[src/rtl/pipe_ctrl_if.sv]
// Pipeline control bus: per-stage stall requests and redirect/multicycle events in,
// stall/bubble/flush controls and multicycle status out.
interface pipe_ctrl_if #(
  parameter int unsigned STAGES   = 5,
  parameter int unsigned MC_CNT_W = 6
);
  logic [STAGES-1:0]   stallreq;
  logic                br_flush;
  logic                mc_start;
  logic                mc_done;
  logic [STAGES:0]     stall;
  logic [STAGES-1:0]   bubble;
  logic [STAGES-1:0]   flush;
  logic [STAGES-1:0]   stage_valid;
  logic                mc_busy;
  logic [MC_CNT_W-1:0] mc_cnt;
  logic                mc_timeout;

  // Pipeline side: raises requests, consumes controls.
  modport master (
    output stallreq, br_flush, mc_start, mc_done,
    input  stall, bubble, flush, stage_valid, mc_busy, mc_cnt, mc_timeout
  );

  // Controller side.
  modport slave (
    input  stallreq, br_flush, mc_start, mc_done,
    output stall, bubble, flush, stage_valid, mc_busy, mc_cnt, mc_timeout
  );
endinterface

[src/rtl/pipe_ctrl.sv]
// In-order pipeline hazard controller: stall/bubble generation, branch flush with
// deferral under stall, per-stage valid tracking and a multicycle-op watchdog.
module pipe_ctrl #(
  parameter int unsigned STAGES      = 5,
  parameter int unsigned FLUSH_DEPTH = 1,
  parameter int unsigned MC_STAGE    = 3,
  parameter int unsigned MC_TIMEOUT  = 40,
  parameter int unsigned MC_CNT_W    = 6
) (
  input logic        clk,
  input logic        rst,
  pipe_ctrl_if.slave bus
);

  localparam logic [MC_CNT_W-1:0] TimeoutVal = MC_CNT_W'(MC_TIMEOUT);
  localparam logic [MC_CNT_W-1:0] LastVal    = MC_CNT_W'(MC_TIMEOUT - 1);

  logic [STAGES-1:0]   eff_req;
  logic [STAGES:0]     stall_c;
  logic                stall_acc;
  logic [STAGES-1:0]   bubble_c;
  logic [STAGES-1:0]   flush_c;
  logic [STAGES-1:0]   flush_mask;
  logic                flush_apply;
  logic [STAGES-1:0]   prev_valid;

  logic [STAGES-1:0]   valid_q, valid_d;
  logic                flush_pend_q, flush_pend_d;
  logic                mc_busy_q, mc_busy_d;
  logic [MC_CNT_W-1:0] mc_cnt_q, mc_cnt_d;
  logic                mc_timeout_q, mc_timeout_d;

  // Gating with rst keeps every combinational control low while reset is held.
  always_comb begin
    eff_req = bus.stallreq;
    eff_req[MC_STAGE-1] = bus.stallreq[MC_STAGE-1] | mc_busy_q;
    if (rst) eff_req = '0;
  end

  // A stall at stage s freezes everything upstream of it, including the PC.
  always_comb begin
    stall_acc = 1'b0;
    stall_c   = '0;
    for (int j = STAGES; j >= 1; j--) begin
      stall_acc  = stall_acc | eff_req[j-1];
      stall_c[j] = stall_acc;
    end
    stall_c[0] = stall_acc;
  end

  always_comb begin
    bubble_c = '0;
    for (int i = 0; i < STAGES; i++) begin
      bubble_c[i] = stall_c[i] & ~stall_c[i+1];
    end
  end

  always_comb begin
    flush_mask = '0;
    for (int i = 0; i < FLUSH_DEPTH; i++) begin
      flush_mask[i] = 1'b1;
    end
    flush_apply = ~rst & (bus.br_flush | flush_pend_q) & ~stall_c[FLUSH_DEPTH];
    flush_c     = flush_apply ? flush_mask : '0;
  end

  // A redirect seen while the flushed stages are frozen is remembered until it can land.
  always_comb begin
    flush_pend_d = flush_pend_q;
    if (flush_apply) begin
      flush_pend_d = 1'b0;
    end else if (bus.br_flush) begin
      flush_pend_d = 1'b1;
    end
  end

  always_comb begin
    prev_valid = (valid_q << 1) | STAGES'(1);
    valid_d    = valid_q;
    for (int k = 0; k < STAGES; k++) begin
      if (flush_c[k]) begin
        valid_d[k] = 1'b0;
      end else if (stall_c[k+1]) begin
        valid_d[k] = valid_q[k];
      end else if (bubble_c[k]) begin
        valid_d[k] = 1'b0;
      end else begin
        valid_d[k] = prev_valid[k];
      end
    end
  end

  // The counter keeps running on the completing edge so it reports total busy cycles.
  always_comb begin
    mc_busy_d    = mc_busy_q;
    mc_cnt_d     = mc_cnt_q;
    mc_timeout_d = 1'b0;
    if (!mc_busy_q) begin
      if (bus.mc_start) begin
        mc_busy_d = 1'b1;
        mc_cnt_d  = '0;
      end
    end else begin
      if (mc_cnt_q != TimeoutVal) mc_cnt_d = mc_cnt_q + MC_CNT_W'(1);
      if (bus.mc_done) begin
        mc_busy_d = 1'b0;
      end else if (mc_cnt_q == LastVal) begin
        mc_busy_d    = 1'b0;
        mc_timeout_d = 1'b1;
      end
    end
  end

  always_ff @(posedge clk or posedge rst) begin
    if (rst) begin
      valid_q      <= '0;
      flush_pend_q <= 1'b0;
      mc_busy_q    <= 1'b0;
      mc_cnt_q     <= '0;
      mc_timeout_q <= 1'b0;
    end else begin
      valid_q      <= valid_d;
      flush_pend_q <= flush_pend_d;
      mc_busy_q    <= mc_busy_d;
      mc_cnt_q     <= mc_cnt_d;
      mc_timeout_q <= mc_timeout_d;
    end
  end

  assign bus.stall       = stall_c;
  assign bus.bubble      = bubble_c;
  assign bus.flush       = flush_c;
  assign bus.stage_valid = valid_q;
  assign bus.mc_busy     = mc_busy_q;
  assign bus.mc_cnt      = mc_cnt_q;
  assign bus.mc_timeout  = mc_timeout_q;

endmodule
[src/flat_wrapper.sv]
// flat-port wrapper written by rule: the top's interface ports become plain ports
module pipe_ctrl_flat 
#(
  parameter int unsigned STAGES      = 5,
  parameter int unsigned FLUSH_DEPTH = 1,
  parameter int unsigned MC_STAGE    = 3,
  parameter int unsigned MC_TIMEOUT  = 40,
  parameter int unsigned MC_CNT_W    = 6
)
  (clk, rst, bus_stallreq, bus_br_flush, bus_mc_start, bus_mc_done, bus_stall, bus_bubble, bus_flush, bus_stage_valid, bus_mc_busy, bus_mc_cnt, bus_mc_timeout);
  pipe_ctrl_if #(.STAGES(STAGES), .MC_CNT_W(MC_CNT_W)) bus_i ();
  input logic clk;
  input logic rst;
  input wire logic [$bits(bus_i.stallreq)-1:0] bus_stallreq;
  input wire logic [$bits(bus_i.br_flush)-1:0] bus_br_flush;
  input wire logic [$bits(bus_i.mc_start)-1:0] bus_mc_start;
  input wire logic [$bits(bus_i.mc_done)-1:0] bus_mc_done;
  output wire logic [$bits(bus_i.stall)-1:0] bus_stall;
  output wire logic [$bits(bus_i.bubble)-1:0] bus_bubble;
  output wire logic [$bits(bus_i.flush)-1:0] bus_flush;
  output wire logic [$bits(bus_i.stage_valid)-1:0] bus_stage_valid;
  output wire logic [$bits(bus_i.mc_busy)-1:0] bus_mc_busy;
  output wire logic [$bits(bus_i.mc_cnt)-1:0] bus_mc_cnt;
  output wire logic [$bits(bus_i.mc_timeout)-1:0] bus_mc_timeout;
  assign bus_i.stallreq = bus_stallreq;
  assign bus_i.br_flush = bus_br_flush;
  assign bus_i.mc_start = bus_mc_start;
  assign bus_i.mc_done = bus_mc_done;
  assign bus_stall = bus_i.stall;
  assign bus_bubble = bus_i.bubble;
  assign bus_flush = bus_i.flush;
  assign bus_stage_valid = bus_i.stage_valid;
  assign bus_mc_busy = bus_i.mc_busy;
  assign bus_mc_cnt = bus_i.mc_cnt;
  assign bus_mc_timeout = bus_i.mc_timeout;
  pipe_ctrl #(.STAGES(STAGES), .FLUSH_DEPTH(FLUSH_DEPTH), .MC_STAGE(MC_STAGE), .MC_TIMEOUT(MC_TIMEOUT), .MC_CNT_W(MC_CNT_W)) u_core (.clk(clk), .rst(rst), .bus(bus_i));
endmodule
[config.mk]
export PLATFORM = sky130hd
export DESIGN_NAME = pipe_ctrl_flat
export DESIGN_NICKNAME = d
export VERILOG_FILES = /design/src/rtl/pipe_ctrl_if.sv /design/src/rtl/pipe_ctrl.sv /design/src/flat_wrapper.sv
export SDC_FILE = /design/constraint.sdc
export NUM_CORES = 1
export LEC_CHECK = 0
export ABC_AREA = 0
export BUFFER_PORTS_ARGS = -buffer_cell sky130_fd_sc_hd__buf_4
export CAP_MARGIN = 20
export CELL_PAD_IN_SITES_DETAIL_PLACEMENT = 1
export CELL_PAD_IN_SITES_GLOBAL_PLACEMENT = 2
export CORE_ASPECT_RATIO = 1.5
export CORE_MARGIN = 2
export CORE_UTILIZATION = 25
export CTS_CLUSTER_DIAMETER = 200
export DETAILED_ROUTE_END_ITERATION = 8
export GPL_ROUTABILITY_DRIVEN = 0
export PLACE_DENSITY = 0.75
export SLEW_MARGIN = 20
export SYNTH_ARGS = -nofsm -noshare
export SYNTH_HDL_FRONTEND = slang
export SYNTH_SLANG_ARGS = --single-unit
[constraint.sdc]
create_clock -name clk -period 2.55 [get_ports clk]
set_input_delay 0.765 -clock clk [delete_from_list [all_inputs] [get_ports clk]]
set_output_delay 0.765 -clock clk [all_outputs]
set_load 0.02 [all_outputs]
# Yosys cells after proc, flatten, opt, wreduce, memory -nomap -nowiden
# Index checks and enable logic that the tools add are counted.
# totals
in_bits	10
reg_bits	14
latchBits	0
output_inout_bits	29
word_cells	67
memories	0
ramBits	0
mem_bits_ro	0
# op_classes
eq_ne	8
shift	0
add_sub_neg	1
bitwise_logic	18
mux	28
n_reduce_logical	3
n_div	0
n_mul	0
order_cmp	0
# op_table
operator	count
$mux 1	24
$mux 6	3
$ne 2x2->1 const B	6
$add 6x1->6 const B	1
$and 1x1->1	6
$eq 6x6->1 const B	1
$ne 6x6->1 const B	1
$not 1->1	6
$or 1x1->1	6
$mux 5	1
$reduce_bool 2->1	2
$reduce_and 2->1	1

# Logic depth before layout (Yosys ltp)
# Gate-level depths: netlist of the first run.
# depth
word_depth	10
ltp_mapped	5
depth_no_buf	5

# Least setup slack after synthesis of the first run
# No wires, ideal clock.
# synth_path
kind	input to output
start	input rst
end	output bus_bubble[3]
path_buffers	1
path_stages	3
t_required_ns	1.785
slack_ns	-0.029
arrival_time_ns	1.814
cell_sequence	clkbuf_1 nor2_1 nor3_1
# synth_between
elab_chain_cells	4
word_cells_on_any_way	5
classes_between	1 x mux; 4 x bitwise
# synth_lines
item	line	text
start, declared	flat_wrapper.sv:13	input logic rst;
$mux 5 (*)	pipe_ctrl.sv:37	if (rst) eff_req = '0;
$or 1x1->1 (*)	pipe_ctrl.sv:45	stall_acc = stall_acc | eff_req[j-1];
net bus_stall[4]	flat_wrapper.sv:18	output wire logic [$bits(bus_i.stall)-1:0] bus_stall;
$or 1x1->1 or $not 1->1 (tied branches)	pipe_ctrl.sv:45, pipe_ctrl.sv:54	
$and 1x1->1 (*)	pipe_ctrl.sv:54	bubble_c[i] = stall_c[i] & ~stall_c[i+1];
end, declared	flat_wrapper.sv:19	output wire logic [$bits(bus_i.bubble)-1:0] bus_bubble;
# Mark *: on every way through the listed nets, which the timed path passes. The rest lies on a longest branch.

# Worst setup path after layout of the first run
# layout_path
start	input bus_stallreq[4]
end	output bus_flush[0]
# layout_between
elab_chain_cells	8
# layout_lines
item	line	text
start, declared	flat_wrapper.sv:14	input wire logic [$bits(bus_i.stallreq)-1:0] bus_stallreq;
$mux 5	pipe_ctrl.sv:37	
$or 1x1->1 (4 in series)	pipe_ctrl.sv:45	
$not 1->1	n/a	
$and 1x1->1	pipe_ctrl.sv:63	flush_apply = ~rst & (bus.br_flush | flush_pend_q) & ~stall_c[FLUSH_DEPTH];
$mux 1	pipe_ctrl.sv:64	flush_c = flush_apply ? flush_mask : '0;
end, declared	flat_wrapper.sv:20	output wire logic [$bits(bus_i.flush)-1:0] bus_flush;
# Every way passes these cells.

==> summary.md, run 1 <==
| Metric | Value |
|---|---|
| Main combinational cell family by area after synthesis | simple AND/OR/NAND/NOR gates |
| Core region area | about 3400 sq um |
| End of the worst register-to-register path | u_core.bus.stage_valid[1] |
| Clock slew at reported path FFs | 60 ps |
| CP arrival | 1900 ps |
| Endpoints failing setup | 4 |
| Complex-gate fraction of the synthesized area | a little under an eighth |
| Area share of fa/ha/maj cells after synthesis | just under 3% |
| Max rail drop VDD | about 290 uV |
| Final worst path period need | around 2700 ps |
| Num CTS Buffers | 3 |
| Clock Path Buffers | 2 |
| R2R cell count | 5 |
| Final antenna-violating net count | 0 |
| Synth warn | 0 |
| Synthesized area | a little under 900 sq um |
| Die Wd | approximately 52 um |
| Avg Inst Size Synth | 9.127 sq um |
| Seq cells post-synth | 14 |
| R2R setup slack | 890 ps |
| Die area | just under 4000 sq um |
| Gr ovfl total | 0 |
| Via-to-Cell Ratio | ~4.7 |
| Final Max Slew Viols | 0 |
| First-pass iteration count of the detailed router | 3 |
| Row count | 26 |
| Routed WL | 2.508 mm |
| Clock tree from TritonCTS | built |
| Place WS | -140.7 ps |
| Largest net degree at the start of global routing | 17 |
| RR Startpoint | u_core.bus.mc_busy |
| Routed via count | roughly 840 |
| Layout net count | about 150 |
| Share of cells above drive strength 1 | a little over two fifths |
| Crit end category | primary output |
| H-tree depth | 1 |
| CP Cell Sequence | buf_6, or4_4, nor4b_4, buf_4 |
| Critical Path Sink | bus_flush[0] |
| Leak Pwr | between 0.6 and 0.7 nW |
| Initial antenna violation count | 0 |
| Mux share of post-synthesis cell area | under 10% |
| Final hold vios | 0 |
| Vias in the first global route | around 900 |
| Worst Path Max Fanout | 4 |
| Post-synthesis xor/xnor area fraction | 1.010% |
| Hold_buf cts | 0 |
| Type of origin of the critical path | primary input |
| Initial Util | between 20% and 30% |
| 1st-iter DRT viols | 16 |
| WP data required | 1790 ps |
| Area Growth Syn to Fin | 47.62% |
| Post-DP HPWL | between 1.5 and 2 mm |
| Crit path kind | in2out |
| PD cells | between 600 and 700 nW/um^2 |
| Total GRT Usage | 13.46% |
| RSZ-0062 raised after global routing | yes |
| Post-layout util | 38.20% |
| Root buffer cell | clkbuf_8 |
| Final Cycle Share | 104.5% |
| Crit-path max cell delay | between 500 and 600 ps |
| Synthesized netlist cell count | between 90 and 100 |
| Status | finished, violations left |
| Max-cap violations | 0 |
| Violated checks | negative setup slack |
| Crit path launch | bus_stallreq[4] |
| I/O Buffers | 33 |
| PnR worst setup slack | -113.7 ps |
| Post-Synth Simple-Gate Area | 28.14% |
| FILL cells | roughly 400 |
| Worst skew pair latency | 240 ps |
| Count of cell types in the netlist | 34 |
| Routed len/inst | 14.09 um |
| Antenna Cells | 0 |
| Hold Crit Class | reg2reg |
| I/O Pins | 39 |
| Die Ht | about 76 um |
| FMAX | 375.4 MHz |
| First-pass GRT wire length | 4.167 mm |
| Slowest-stage cell, CP | or4_4 |
| Sequential area share after synthesis | ~40% |
| # DRC | 0 |
| Final clock skew | around 0.58 ps |
| CTS sink cnt | 14 |
[through the flow]
stage / cells / power [mW] / hold WS (ps) / area (sq um) / setup TNS [ps]
detailed placement: 171 / 0.6159 / 489.4 / 1181 / -375.3
finish: 178 / 0.8271 / 500.2 / 1280 / -210.5
global placement: 171 / 0.6040 / 468.5 / 1181 / -322.6
floorplan: 99 / 0.4861 / 508.1 / 892.1 / 0
CTS: 177 / 0.8372 / 508.2 / 1255 / -375.4
global route: 178 / 0.8816 / 552.7 / 1280 / -349.0
[sequential cells by signal, indices dropped and copies added, names as in the netlist]
| signal | cells |
|---|---|
| u_core.bus.mc_cnt | 6 |
| u_core.bus.stage_valid | 5 |
| u_core.bus.mc_busy | 1 |
| u_core.bus.mc_timeout | 1 |
| u_core.flush_pend_q | 1 |
[critical path: cells and delay by family]
family | cells | cell delay (ps)
AND/OR/NAND/NOR | 2 | 850
buffers and inverters | 2 | 270
[metal layers]
metal  share of wire, %  global-route usage [%]
met5                  0                       0
met4               0.96                   3.947
met2                 55                   24.68
met1                 38                   15.19
met3                6.2                   2.157
[placed cells by master (no fill, tap or decap), types with 2 or more instances in the layout]
| cell | synthesis | layout |
|---|---|---|
| o21ai_0 | 3 | 3 |
| mux2i_1 | 3 | 3 |
| nand2b_1 | 3 | 3 |
| conb_1 | 1 | 5 |
| buf_6 | 0 | 2 |
| inv_1 | 7 | 7 |
| nand2_1 | 6 | 5 |
| ha_1 | 2 | 2 |
| clkbuf_8 | 0 | 4 |
| a21oi_1 | 5 | 5 |
| dfrtp_1 | 14 | 14 |
| nand3_1 | 2 | 2 |
| o22ai_1 | 2 | 2 |
| nor2b_1 | 3 | 3 |
| nor3b_1 | 3 | 3 |
| nor3_2 | 0 | 3 |
| buf_4 | 8 | 42 |
| nor2_1 | 8 | 8 |
[cells by family after synthesis]
group | after synthesis
flops | 14
fa+ha+maj | 2
xor+xnor | 1
buf+inv | 19
other cells | 1
mux | 3
compound gates | 16
simple gates | 39
[synthesized netlist by cell type (all sizes together)]
| cell | number | area, sq um |
|---|---|---|
| dfrtp | 14 | 350.3 |
| buf | 8 | 60.06 |
| inv | 8 | 30.03 |
| nor2 | 8 | 30.03 |
| nand2 | 6 | 22.52 |
| a21oi | 5 | 25.02 |
| nor3 | 4 | 20.02 |
| clkbuf | 3 | 11.26 |
| mux2i | 3 | 30.03 |
| nand2b | 3 | 18.77 |
| nor2b | 3 | 18.77 |
| nor3b | 3 | 22.52 |
| o21ai | 3 | 15.01 |
| ha | 2 | 25.02 |
| nand3 | 2 | 10.01 |
| nor4 | 2 | 12.51 |
| nor4b | 2 | 38.78 |
| o22ai | 2 | 12.51 |
| a21bo | 1 | 10.01 |
| a21o | 1 | 7.510 |
| a221o | 1 | 10.01 |
| a22o | 1 | 8.760 |
| a31oi | 1 | 6.260 |
| and3b | 1 | 8.760 |
| and4 | 1 | 8.760 |
| conb | 1 | 3.750 |
| nand4 | 1 | 6.260 |
| nand4b | 1 | 8.760 |
| o2bb2ai | 1 | 8.760 |
| or3 | 1 | 6.260 |
| or4 | 1 | 11.26 |
| xnor2 | 1 | 8.760 |
[final cells by class]
| type | instances | area, sq um | area share, % |
|---|---|---|---|
| clock buffer | 4 | 55.05 | 4.301 |
| multi-input combinational | 66 | 454.2 | 35.48 |
| inverter | 8 | 30.03 | 2.346 |
| tap | 42 | 52.55 | 4.106 |
| timing repair buffer | 44 | 337.8 | 26.39 |
| sequential | 14 | 350.3 | 27.37 |
[where the power goes]
group / leakage, nW / total, mW / switching (mW) / internal, mW
logic: 0.429 / 0.307 / 0.171 / 0.137
registers: 0.170 / 0.306 / 0.0474 / 0.258
clock network: 0.0288 / 0.214 / 0.0771 / 0.137
[how the worst min path moves through the flow]
stage | slack [ps] | from | cells after the start | endpoint
final | 500 | u_core.bus.stage_valid[4] | 2 | u_core.bus.stage_valid[4]
after global routing | 550 | u_core.bus.stage_valid[4] | 2 | u_core.bus.stage_valid[4]
after CTS | 510 | u_core.bus.stage_valid[4] | 2 | u_core.bus.stage_valid[4]
after detailed placement | 490 | u_core.bus.stage_valid[4] | 2 | u_core.bus.stage_valid[4]
after global placement | 470 | u_core.bus.stage_valid[4] | 2 | u_core.bus.stage_valid[4]
after floorplan | 510 | u_core.flush_pend_q | 2 | u_core.flush_pend_q
[what timing repair did]
| action | CTS | global route |
|---|---|---|
| resized for setup | 1 | 4 |
| setup buffers | 2 | 1 |
| endpoints found under the setup margin | 3 | 5 |
| pin swaps | 2 | 2 |
(Power assumes the default switching activity.)
==> inputs of run 2 (changes only) <==
--- a/config.mk
+++ b/config.mk
@@ -16,6 +16,7 @@
 export CTS_CLUSTER_DIAMETER = 200
 export DETAILED_ROUTE_END_ITERATION = 8
 export GPL_ROUTABILITY_DRIVEN = 0
+export GPL_TIMING_DRIVEN = 0
 export PLACE_DENSITY = 0.75
 export SLEW_MARGIN = 20
 export SYNTH_ARGS = -nofsm -noshare
==> summary.md, run 2 (same netlist as run 1, synthesis figures left out) <==
| Metric | Value |
|---|---|
| Leak Pwr | 0.6578 nW (+4.7%) |
| Die area | 3965 sq um (unchanged) |
| Initial antenna violation count | 0 (unchanged) |
| Max_slew headroom | about 67% |
| Final Cycle Share | 105.2% (+0.79 points) |
| Hold_buf cts | 0 (unchanged) |
| WP data required | 1790 ps (about the same) |
| Total GRT Usage | 14.16% (+0.70 points) |
| CP arrival | 1920 ps (+20 ps) |
| I/O Pins | 39 (unchanged) |
| Place WS | -409.2 ps (-268.5 ps) |
| Routed via count | 849 (+1.4%) |
| Post-layout util | 39.81% (+1.6 points) |
| Type of origin of the critical path | primary input |
| Commonest non-fill, non-tap cell in the layout | buf_4 |
| Worst skew pair latency | 240 ps (about the same) |
| Final clock skew | 3.371 ps (+2.786 ps) |
| Post-Layout Cell Count | 185 (+3.9%) |
| Total Power | 0.8286 mW (+0.18%) |
| PnR worst setup slack | -133.7 ps (-20.08 ps) |
| FMAX | 372.6 MHz (-0.75%) |
| Final antenna-violating net count | 0 (unchanged) |
| Num CTS Buffers | 3 (unchanged) |
| # DRC | 0 (unchanged) |
| Endpoints failing setup | 5 (+1) |
| R2R cell count | 4 (-1) |
| CTS sink cnt | 14 (unchanged) |
| Vias in the first global route | 924 (+2.2%) |
| Violated checks | negative setup slack |
| Number of flip-flops in the largest register | 6 (unchanged) |
| First-pass GRT wire length | 4.416 mm (+6.0%) |
| Gr ovfl total | 0 (unchanged) |
| Hold Crit Class | reg2reg |
| H-tree depth | 1 (unchanged) |
| Max-cap violations | 0 (unchanged) |
| Die Wd | 52.09 um (unchanged) |
| Die Ht | 76.13 um (unchanged) |
| Via-to-Cell Ratio | 4.589 (-2.4%) |
| Routed WL | 2.507 mm (about the same) |
| Slew @ Worst Pin | just under 500 ps |
| Clock tree from TritonCTS | built |
| First-pass iteration count of the detailed router | 3 (unchanged) |
| Status | finished, violations left |
| Crit end category | primary output |
| 1st-iter DRT viols | 8 (-8) |
| Share of cells above drive strength 1 | 44.06% (+1.4 points) |
| RSZ-0062 raised after global routing | yes |
| Initial Util | 25.88% (unchanged) |
| Row count | 26 (unchanged) |
| Final hold vios | 0 (unchanged) |
| Root buffer cell | clkbuf_8 |
| Clock Path Buffers | 2 (unchanged) |
| Commonest cells after routing, fill and taps aside | 44 x buf_4, 14 x dfrtp_1, 7 x nor2_1 |
| Max rail drop VDD | 382.4 uV (+32%) |
| Hold depth | 2 (unchanged) |
| Largest net degree at the start of global routing | 11 (-6) |
| Clock slew at reported path FFs | 60 ps (about the same) |
| I/O Buffers | 33 (unchanged) |
| Crit path kind | in2out |
| DP Area | 1192 sq um (+0.95%) |
| Area Growth Syn to Fin | 53.82% |
| Final worst path period need | 2684 ps (+20.08 ps) |
| Final Max Slew Viols | 0 (unchanged) |
| Post-DP HPWL | 1.968 mm (+0.31%) |
| PD cells | 621.3 nW/um^2 (-3.9%) |
| Layout net count | 156 (+4.7%) |
| Antenna Cells | 0 (unchanged) |
| Fin area | 1334 sq um (+4.2%) |
| Routed len/inst | 13.55 um (-3.8%) |
| Worst Path Max Fanout | 4 (unchanged) |
| Core region area | 3351 sq um (unchanged) |
| Placed cells | 174 (+1.8%) |
[run 2: cell types whose count changed in the layout (fill, tap and decap cells not counted), sizes merged]
cell      before  now
inv            8    7
clkbuf         4    7
buf           44   48
clkinvlp       0    1
[run 2: power breakdown]
part | total, mW | internal (mW) | switching, mW
clock network | 0.214 | 0.137 | 0.0777
registers | 0.303 | 0.258 | 0.0443
logic | 0.312 | 0.140 | 0.172
[run 2: cell type report]
class	instances	area (sq um)
buffer	10	65.06
clock buffer	4	55.05
multi-input combinational	66	454.2
inverter	8	33.78
fill	420	2017
tap	42	52.55
timing repair buffer	41	322.8
sequential	14	350.3
[run 2: path summary, 6_finish.rpt]
path	start	end	slack, ps
worst max-delay path	bus_stallreq[2]	bus_stall[0]	-130
worst max register to register	u_core.bus.mc_busy	u_core.bus.stage_valid[1]	870
max in group asynchronous	rst	u_core.bus.mc_cnt[1]	1540
worst min-delay path	u_core.bus.stage_valid[4]	u_core.bus.stage_valid[4]	480
min in group asynchronous	rst	u_core.bus.stage_valid[4]	850
worst min register to register	u_core.bus.stage_valid[4]	u_core.bus.stage_valid[4]	480
[run 2: per-stage QoR]
step	hold slack (ps)	setup TNS (ps)
floorplan	508.1	0
global placement	467.5	-1862
detailed placement	473.2	-1749
CTS	488.1	-602.4
global route	526.7	-817.9
finish	479.5	-508.8
[run 2: repair_timing]
action | CTS | global route
resized for setup | 9 | 0
pin swaps | 3 | 1
buffers inserted | 7 | 1
endpoints found under the setup margin | 7 | 7
[run 2: worst max-delay path: stages]
cell and delay, ps:
buf_6 90, or4_4 560, nor3_4 180, nor2_2 60, buf_4 140, buf_6 120
[run 2: routing by layer]
| layer | vias to the layer above | share of wire (%) | GRT usage [%] |
|---|---|---|---|
| met5 | - | 0 | 0 |
| met4 | 0 | 0.88 | 3.158 |
| met3 | 4 | 5.9 | 1.961 |
| met2 | 31 | 54 | 25.57 |
| met1 | 401 | 39 | 17.04 |
| li1 | 413 | - | - |
